===== src/rtl/lsu.sv =====
// Load/store unit: one outstanding data-bus access, lane-aligned strobes/data, extended load writeback.
// Optional LSU_MISALIGN_CHECK_EN drops misaligned accesses and flags them on completion.
package common;
    typedef struct packed {
        logic        valid;
        logic [63:0] addr;
        logic [2:0]  size;
        logic [7:0]  strobe;
        logic [63:0] data;
    } dbus_req_t;

    typedef struct packed {
        logic        addr_ok;
        logic        data_ok;
        logic [63:0] data;
    } dbus_resp_t;
endpackage

module lsu
    import common::*;
(
    input  logic        clk,
    input  logic        rst,
    input  logic        req_valid,
    output logic        req_ready,
    input  logic        req_load,
    input  logic [2:0]  req_funct3,
    input  logic [63:0] req_addr,
    input  logic [63:0] req_wdata,
    input  logic [4:0]  req_rd,
    output dbus_req_t   dreq,
    input  dbus_resp_t  dresp,
    output logic        done,
    output logic        done_wen,
    output logic [4:0]  done_rd,
    output logic [63:0] done_data,
    output logic        misalign
);

    localparam logic [1:0] S_IDLE = 2'd0;
    localparam logic [1:0] S_BUS  = 2'd1;
    localparam logic [1:0] S_RESP = 2'd2;

    logic [1:0]  r_state;
    logic        r_load;
    logic        r_uns;
    logic [1:0]  r_size;
    logic [2:0]  r_off;
    logic [4:0]  r_rd;
    dbus_req_t   r_dreq;
    logic        r_done;
    logic        r_wen;
    logic [4:0]  r_drd;
    logic [63:0] r_ddata;
    logic        r_mis;

    logic [1:0]  w_size;
    logic [2:0]  w_off;
    logic [7:0]  w_base;
    logic [7:0]  w_strobe;
    logic [63:0] w_wdata;
    logic        w_misal;
    logic [63:0] w_shift;
    logic [63:0] w_ext;
    logic        w_unused;

    assign w_size   = req_funct3[1:0];
    assign w_off    = req_addr[2:0];
    assign w_strobe = w_base << w_off;
    assign w_wdata  = req_wdata << {w_off, 3'b000};
    assign w_shift  = dresp.data >> {r_off, 3'b000};
    assign w_unused = dresp.addr_ok;

    always_comb begin
        w_base = 8'h00;
        unique case (w_size)
            2'd0: w_base = 8'h01;
            2'd1: w_base = 8'h03;
            2'd2: w_base = 8'h0F;
            2'd3: w_base = 8'hFF;
            default: w_base = 8'h00;
        endcase
    end

`ifdef LSU_MISALIGN_CHECK_EN
    logic [2:0] w_amask;

    always_comb begin
        w_amask = 3'b000;
        unique case (w_size)
            2'd0: w_amask = 3'b000;
            2'd1: w_amask = 3'b001;
            2'd2: w_amask = 3'b011;
            2'd3: w_amask = 3'b111;
            default: w_amask = 3'b000;
        endcase
    end

    assign w_misal = |(w_off & w_amask);
`else
    assign w_misal = 1'b0;
`endif

    // Extension uses the latched size/sign, bus data is taken live on data_ok.
    always_comb begin
        w_ext = w_shift;
        unique case (r_size)
            2'd0: w_ext = r_uns ? {56'd0, w_shift[7:0]}
                                : {{56{w_shift[7]}}, w_shift[7:0]};
            2'd1: w_ext = r_uns ? {48'd0, w_shift[15:0]}
                                : {{48{w_shift[15]}}, w_shift[15:0]};
            2'd2: w_ext = r_uns ? {32'd0, w_shift[31:0]}
                                : {{32{w_shift[31]}}, w_shift[31:0]};
            2'd3: w_ext = w_shift;
            default: w_ext = w_shift;
        endcase
    end

    always_ff @(posedge clk) begin
        if (rst) begin
            r_state <= S_IDLE;
            r_load  <= 1'b0;
            r_uns   <= 1'b0;
            r_size  <= 2'd0;
            r_off   <= 3'd0;
            r_rd    <= 5'd0;
            r_dreq  <= '0;
            r_done  <= 1'b0;
            r_wen   <= 1'b0;
            r_drd   <= 5'd0;
            r_ddata <= 64'd0;
            r_mis   <= 1'b0;
        end else begin
            unique case (r_state)
                S_IDLE: begin
                    if (req_valid) begin
                        r_load <= req_load;
                        r_uns  <= req_funct3[2];
                        r_size <= w_size;
                        r_off  <= w_off;
                        r_rd   <= req_rd;
                        if (w_misal) begin
                            r_state <= S_RESP;
                            r_done  <= 1'b1;
                            r_mis   <= 1'b1;
                            r_wen   <= 1'b0;
                            r_drd   <= req_rd;
                            r_ddata <= 64'd0;
                        end else begin
                            r_state       <= S_BUS;
                            r_dreq.valid  <= 1'b1;
                            r_dreq.addr   <= req_addr;
                            r_dreq.size   <= {1'b0, w_size};
                            r_dreq.strobe <= req_load ? 8'h00 : w_strobe;
                            r_dreq.data   <= w_wdata;
                        end
                    end
                end
                S_BUS: begin
                    if (dresp.data_ok) begin
                        r_state      <= S_RESP;
                        r_dreq.valid <= 1'b0;
                        r_done       <= 1'b1;
                        r_wen        <= r_load;
                        r_drd        <= r_rd;
                        r_ddata      <= r_load ? w_ext : 64'd0;
                    end
                end
                S_RESP: begin
                    r_state <= S_IDLE;
                    r_done  <= 1'b0;
                    r_wen   <= 1'b0;
                    r_mis   <= 1'b0;
                end
                default: r_state <= S_IDLE;
            endcase
        end
    end

    assign req_ready = (r_state == S_IDLE);
    assign dreq      = r_dreq;
    assign done      = r_done;
    assign done_wen  = r_wen;
    assign done_rd   = r_drd;
    assign done_data = r_ddata;
    assign misalign  = r_mis;

endmodule


===== config.mk =====
export PLATFORM = sky130hd
export DESIGN_NAME = lsu
export DESIGN_NICKNAME = d
export VERILOG_FILES = /design/src/rtl/lsu.sv
export SDC_FILE = /design/constraint.sdc
export NUM_CORES = 1
export LEC_CHECK = 0
export BUFFER_PORTS_ARGS = -buffer_cell sky130_fd_sc_hd__buf_2
export CAP_MARGIN = 20
export CORE_ASPECT_RATIO = 0.6
export CORE_MARGIN = 1
export CORE_UTILIZATION = 41
export DETAILED_ROUTE_END_ITERATION = 16
export GPL_TIMING_DRIVEN = 0
export HOLD_SLACK_MARGIN = 0.03
export PLACE_DENSITY_LB_ADDON = 0.05
export SYNTH_ARGS = -nofsm -noshare
export SYNTH_HDL_FRONTEND = slang
export SYNTH_SLANG_ARGS = --single-unit

===== constraint.sdc =====
create_clock -name clk -period 3.8 [get_ports clk]
set_input_delay 0.19 -clock clk [delete_from_list [all_inputs] [get_ports clk]]
set_output_delay 0.19 -clock clk [all_outputs]
set_load 0.05 [all_outputs]

# Word-level counts from Yosys, hierarchy flattened

Cells that the tools add are included.

Output and inout port bits: 213
Input bits: 206
Bits in registers: 222
Word-level logic and storage cells: 54

Reductions and logical operators: 10
Equality and inequality tests: 10
Mux-type cells: 17
Shift operators: 3

Operator list:

| operator           | number |
|---|---|
| $mux 64            | 4 |
| $pmux 64 s4        | 1 |
| $mux 140           | 1 |
| $shl 64x6->64      | 1 |
| $shr 64x6->64      | 1 |
| $pmux 8 s4         | 1 |
| $eq 2x2->1 const B | 5 |
| $mux 8             | 1 |
| $reduce_and 2->1   | 4 |
| $shl 8x3->8        | 1 |
| $eq 2x1->1 const B | 3 |
| $logic_not 2->1    | 3 |
| $pmux 1 s2         | 3 |
| $mux 2             | 2 |
| $ne 2x2->1 const B | 2 |
| $pmux 2 s2         | 1 |
| $reduce_bool 2->1  | 2 |
| $mux 1             | 3 |
| $reduce_and 3->1   | 1 |

# Depth between registers and ports, before layout

Gate-level depths: netlist of the first run.

Depth after elaboration: 6
Mapped depth: 9
Depth with buffers taken out: 5

# Least setup slack after synthesis of the first run

Ideal clock, no wire load.

Kind: flip-flop to flip-flop
Start point: register r_state[0]
End point: register r_dreq, in the netlist dreq[22]
Slack: 1559 ps
Buffers on the path: 3
Library setup time: 66 ps
Data required time: 3734 ps
Arrival: 2176 ps
Stages on the path, launching flop included: 9
Clock period less this slack: 2241 ps
Cells stage by stage: dfxtp_1 > buf_2 > nor2_1 > nand2_1 > buf_2 > nor2_1 > buf_2 > a22oi_1 > nor2_1

Longest elaborated chain between the ends: 2

RTL lines:

| item                       | RTL line | text |
|---|---|---|
| start, declared            | 44       | `logic [1:0] r_state;` |
| start signal, assigned     | 121      | `r_state <= S_IDLE;` |
| start signal, assigned     | 143      | `r_state <= S_RESP;` |
| start signal, assigned     | 150      | `r_state <= S_BUS;` |
| $logic_not 2->1            | n/a      |  |
| via req_ready              | 25       | `output logic req_ready,` |
| $reduce_and 2->1 (no line) | n/a      |  |
| end, declared              | 50       | `dbus_req_t r_dreq;` |

The timed path passes the listed nets, and every way through them passes these cells.
A chain may end at the register's enable or synchronous reset.

==> results.md, run 1 <==
* Status: finished clean
* Compound-Gate Fraction of Synth Area at 21.8%
* Area Overhead vs Synth at 35.2%
* Antenna violations before repair at 0
* Core Region at 26700 sq um
* Worst-margin pin slew at 1100 ps
* Synth cell types at 56
* IO buf count at 409
* Xor and xnor area share after synthesis at 0%
* WL/cell at 25.1 um
* Fin. Hold Viols at 0
* Yosys top cell by area: dfxtp_1
* Initial Util at 42.2%
* DRC violations left at 0
* Post-DR vias/cell at 5.83
* Post-CTS Setup Inserts at 0
* Ys flop type: dfxtp_1
* Worst-path fanout max at 10
* Static Leak at 0.00655 uW
* Synthesized area at 11300 sq um
* Bufs on Longest Clock Path at 3
* Max Clk Rate at 375 MHz
* Post-layout util at 57.1%
* Register bit total from synthesis at 219
* Num Clock Sinks at 219
* Post-synth top area share at 38.9%
* Most frequent cell after synthesis: nand2_1
* Row count at 46
* Synth area leaders: dfxtp_1 (39%), mux2i_1 (9.0%), nand2_1 (8.1%)
* Final Worst Setup Slack at 1130 ps
* Post-synthesis mux area share at 13.9%
* Die height at 130 um
* Die span in x at 216 um
* Pre-CTS setup slack at 1170 ps
* WS Path Type: reg -> reg
* Largest net degree at the start of global routing at 14
* Tmin final at 2670 ps
* DR vias at 13100
* Max_slew headroom at 26.5%
* Max Slew Vio Count at 0
* CTS Buf Count at 23
* GP Congestion at 1.07
* Design Area, Final at 15300 sq um
* Number of fillers in the final layout at 2541
* Total track usage at 38.4%
* Sequential fraction of the synthesis area at 38.9%
* Post-synth ARST share at 0%
* Combined area of the multi-input logic cells at 6210 sq um
* Commonest cells post-synth: nand2_1 (242), dfxtp_1 (219), a21oi_1 (132)
* Arrival time worst endpoint at 3080 ps
* Syn avg cell area at 8.25 sq um
* FF+latch area at 4380 sq um
* First-pass GRT wire length at 79700 um
* GRT Residual Overflow at 0
* Max_cap viols at 0
* Hold WC Path Type: in -> reg
* Largest family of logic cells by synthesized area: compound AO/OA/AOI/OAI gates
* Vias in the first global route at 12100
* Post-Synthesis Cells at 1368
* Crit end category: flop
* Drt first pass iters at 7
* Hpwl dp at 44300 um
* Layout cells sized above 1 at 29.2%
* Flop2flop setup slack at 1130 ps
* Drt initial violations at 1460
* Root Buffer: clkbuf_16
* RSZ-0062 raised after global routing: no
* Simple-gate area share of the yosys netlist at 19.4%
* DRT antenna net count at 0
* H-tree depth at 1
* Io pins at 419
* Adder-cell share of the synthesized area at 0%
* Setup crit start kind: flop
* Worst path required time at 4210 ps
* Pwr/cell area at 423 nW/um^2
* Skew final at 28.2 ps
* Clk pin slew, worst setup/hold paths at 70 ps
* Final count of negative-setup-slack endpoints at 0
* Final Cycle Share at 70.3%
* Placement Cell Area at 13800 sq um
* Post-route setup TNS at 0 ps
* Drt total wl at 56500 um
* Latest clock arrival within the worst-skew pair at 540 ps
* Yosys warning total at 0
* Nets at 2083
* Die Area at 28200 sq um
* CTS tree: yes
* WHS at 62.4 ps
* Worst ir drop on vdd at 357 uV
* Number of synthesized flops with an enable pin at 0
-- worst max-delay path, stage by stage, from the launching register on --
cell	delay, ps
dfxtp_1	310
clkbuf_1	250
nor2_1	910
nor2_1	240
o21bai_2	360
clkbuf_2	350
o21ai_1	120
-- state kept, by name (all words and copies together) (netlist names), 2 cells and up --
signal	count
done_rd	5
done_data	64
r_off	2
r_rd	5
dreq	137
r_state	2
-- stage by stage --
| stage | power [uW] | std cells |
|---|---|---|
| final | 6450 | 2249 |
| after global routing | 6640 | 2248 |
| after detailed placement | 4090 | 2138 |
| after CTS | 6410 | 2247 |
| after floorplan | 3510 | 1369 |
| after global placement | 4090 | 2138 |
-- cells by family (layout without fill, tap and decap cells) --
| kind of cell | count (synthesis) | count (layout) |
|---|---|---|
| buffers and inverters | 137 | 656 |
| AND/OR/NAND/NOR | 496 | 496 |
| multiplexers | 131 | 131 |
| flip-flops | 219 | 219 |
| AO/OA/AOI/OAI | 384 | 384 |
| other | 1 | 3 |
-- final timing paths --
| check | start | endpoint | cells after the start |
|---|---|---|---|
| max | dreq[73] | done_data[49] | 6 |
| min | req_wdata[3] | dreq[3] | 3 |
| min reg2reg | done_data[43] | done_data[43] | 2 |
| max reg2reg | dreq[73] | done_data[49] | 6 |
-- cell usage in the layout (no fill, tap or decap), types with 3 or more instances in the layout --
| cell | instances |
|---|---|
| a2111oi_0 | 8 |
| a211oi_1 | 94 |
| a21oi_1 | 132 |
| a221oi_1 | 3 |
| a22oi_1 | 25 |
| a2bb2oi_1 | 8 |
| a311oi_1 | 4 |
| and2_1 | 3 |
| buf_1 | 10 |
| buf_2 | 446 |
| buf_4 | 9 |
| buf_6 | 13 |
| clkbuf_1 | 68 |
| clkbuf_16 | 23 |
| clkbuf_8 | 3 |
| clkinvlp_4 | 3 |
| dfxtp_1 | 219 |
| dlygate4sd3_1 | 73 |
| mux2_2 | 11 |
| mux2i_1 | 101 |
| mux4_2 | 19 |
| nand2_1 | 242 |
| nand2b_1 | 5 |
| nand3_1 | 7 |
| nand3b_1 | 8 |
| nor2_1 | 124 |
| nor2b_1 | 35 |
| nor3_1 | 43 |
| nor3b_1 | 8 |
| nor4_1 | 11 |
| o21ai_0 | 35 |
| o21ai_1 | 35 |
| o221ai_1 | 8 |
| o22ai_1 | 10 |
| o31ai_1 | 4 |
| or2_2 | 4 |
-- routing by layer --
layer | global-route usage (%) | vias up | share of wire, %
met2 | 51.4 | 817 | 38
met4 | 8.91 | 4 | 2.3
met5 | 4.17 | - | 0.26
met1 | 56.4 | 6307 | 46
li1 | - | 5909 | -
met3 | 14.6 | 81 | 13
-- where the power goes --
| group | total [uW] | leakage (uW) | internal, uW | switching [uW] |
|---|---|---|---|---|
| clock | 2280 | 0.000349 | 1300 | 984 |
| combinational | 1710 | 0.00441 | 516 | 1190 |
| sequential | 2460 | 0.00179 | 2400 | 63.8 |
-- what timing repair did --
| item | in CTS | in global routing |
|---|---|---|
| resized for setup | 0 | 0 |
| endpoints found under the setup margin | 0 | 0 |
| hold buffers | 73 | 0 |
| endpoints found under the hold margin | 73 | 0 |
-- cell type report --
class                           count  area share, %
Timing Repair Buffer              483           18.3
Buffer                            136           4.50
Antenna cell                        1         0.0164
Multi-Input combinational cell   1013           40.7
Inverter                            1         0.0246
Tap cell                          360           2.95
Clock inverter                      8          0.689
Sequential cell                   219           28.7
Clock buffer                       28           4.09
Note: power is estimated with default switching activity, not from simulation.
==> run 2: changes to the inputs <==
==> constraint.sdc (replaced) <==
create_clock -name clk -period 2.4 [get_ports clk]
set_input_delay 0.12 -clock clk [delete_from_list [all_inputs] [get_ports clk]]
set_output_delay 0.12 -clock clk [all_outputs]
set_load 0.05 [all_outputs]
==> results.md, run 2 (synthesized netlist as in run 1, its figures left out) <==
* Max_cap viols at 0
* GP Congestion at 1.07
* Uppermost layer routed: met5
* Drt first pass iters at 5
* GRT Residual Overflow at 0
* Pwr/cell area at 664 nW/um^2
* Post-layout util at 57.8%
* Die height at 130 um
* Io pins at 419
* Drt total wl at 56700 um
* Failing checks: negative setup slack
* Bufs on Longest Clock Path at 3
* Fin. Hold Viols at 0
* DR vias at 13200
* WS Path Type: reg -> reg
* Core Region at 26700 sq um
* Max Clk Rate at 409 MHz
* Setup crit start kind: flop
* Antenna violations before repair at 0
* Root Buffer: clkbuf_16
* Cells on Worst Hold Path at 5
* RSZ-0062 raised after global routing: yes
* Max_slew headroom at 32.9%
* Depth of the worst register-to-register path at 7
* Skew final at 25.3 ps
* Post-DR vias/cell at 5.83
* Crit end category: flop
* Status: finished with violations
* Final count of negative-setup-slack endpoints at 1
* Die span in x at 216 um
* Initial Util at 42.2%
* WL/cell at 25.1 um
* Worst-margin pin slew at 1010 ps
* Num Clock Sinks at 219
* Post-route setup TNS at -46.0 ps
* Worst path required time at 2780 ps
* Metal-1 WL at 26000 um
* Design Area, Final at 15400 sq um
* Pre-CTS setup slack at -227 ps
* Static Leak at 0.00662 uW
* Met2 WL post-DR at 21800 um
* Drt initial violations at 1452
* Arrival time worst endpoint at 2830 ps
* DR WL met3 at 7500 um
* Post-CTS Setup Inserts at 0
* Worst-path fanout max at 10
* Final Worst Setup Slack at -46.0 ps
* Max reg flops at 137
* Worst ir drop on vdd at 567 uV
* Largest net degree at the start of global routing at 14
* Commonest cells after routing, fill and taps aside: buf_2 (444), nand2_1 (242), dfxtp_1 (218)
* Antenna fix cells at 0
* Hpwl dp at 44300 um
* Latest clock arrival within the worst-skew pair at 540 ps
* Die Area at 28200 sq um
* Layout cells sized above 1 at 29.8%
* CTS tree: yes
* Final Cycle Share at 102%
* Commonest non-fill, non-tap cell in the layout: buf_2
* Row count at 46
* Area Overhead vs Synth at 36.9%
* First-pass GRT wire length at 80100 um
* Number of fillers in the final layout at 2528
* Vias in the first global route at 12200
* Max Slew Vio Count at 0
* H-tree depth at 1
* DRC violations left at 0
* Clk pin slew, worst setup/hold paths at 80 ps
* Total track usage at 38.5%
* IO buf count at 409
* Nets at 2095
* CTS Buf Count at 23
* Placement Cell Area at 13800 sq um
* DRT antenna net count at 0
* Tmin final at 2450 ps
* Hold WC Path Type: in -> reg
## run 2: cell types whose count changed in the layout (fill, tap and decap cells not counted), sizes merged
cell         previous run  this run
buf                   478       477
clkbuf                 96        97
diode                   1         0
dlygate4sd3            73        85
## run 2: worst max-delay path, stage by stage (launching register included)
cell	delay (ps)
dfxtp_1	300
buf_2	160
nor2_1	240
nand2_1	160
buf_2	250
clkbuf_1	350
a211oi_1	740
nor3_1	90
## run 2: power by group
| part | internal [uW] | switching [uW] | total [uW] |
|---|---|---|---|
| registers | 3800 | 102 | 3900 |
| logic | 843 | 1900 | 2740 |
| clock network | 2060 | 1560 | 3620 |
| total | 6700 | 3560 | 10300 |
## run 2: metrics by stage
step                std cells  power (uW)  hold WS, ps
global placement         2138        6480          361
CTS                      2259       10200         32.4
finish                   2260       10300         58.2
detailed placement       2138        6480          365
global route             2260       10500         70.9
floorplan                1369        5560          256
## run 2: cell type report
class / count / area (sq um) / area share, %
multi-input combinational: 1013 / 6280 / 40.6
buffer: 136 / 696 / 4.50
tap: 360 / 450 / 2.92
clock inverter: 8 / 105 / 0.680
sequential: 219 / 4390 / 28.4
clock buffer: 28 / 624 / 4.04
timing repair buffer: 495 / 2910 / 18.8
inverter: 1 / 3.75 / 0.0243
## run 2: path summary, 6_finish.rpt
check	start	endpoint	slack [ps]
max reg2reg	r_state[0]	dreq[54]	-50
min reg2reg	done_data[43]	done_data[43]	450
min	req_wdata[15]	dreq[23]	60
max	r_state[0]	dreq[54]	-50
## run 2: timing repair
| action | 4_1_cts | 5_1_grt |
|---|---|---|
| endpoints found under the setup margin | 46 | 46 |
| hold endpoints to repair | 84 | 0 |
| gates cloned | 0 | 0 |
| hold buffers | 85 | 0 |
| gates resized for setup | 10 | 16 |
## run 2: per-layer routing
metal	track usage [%]	vias up
li1	-	5932
met1	56.4	6336
met2	52.0	801
met3	14.9	94
met4	8.70	2
met5	2.33	-
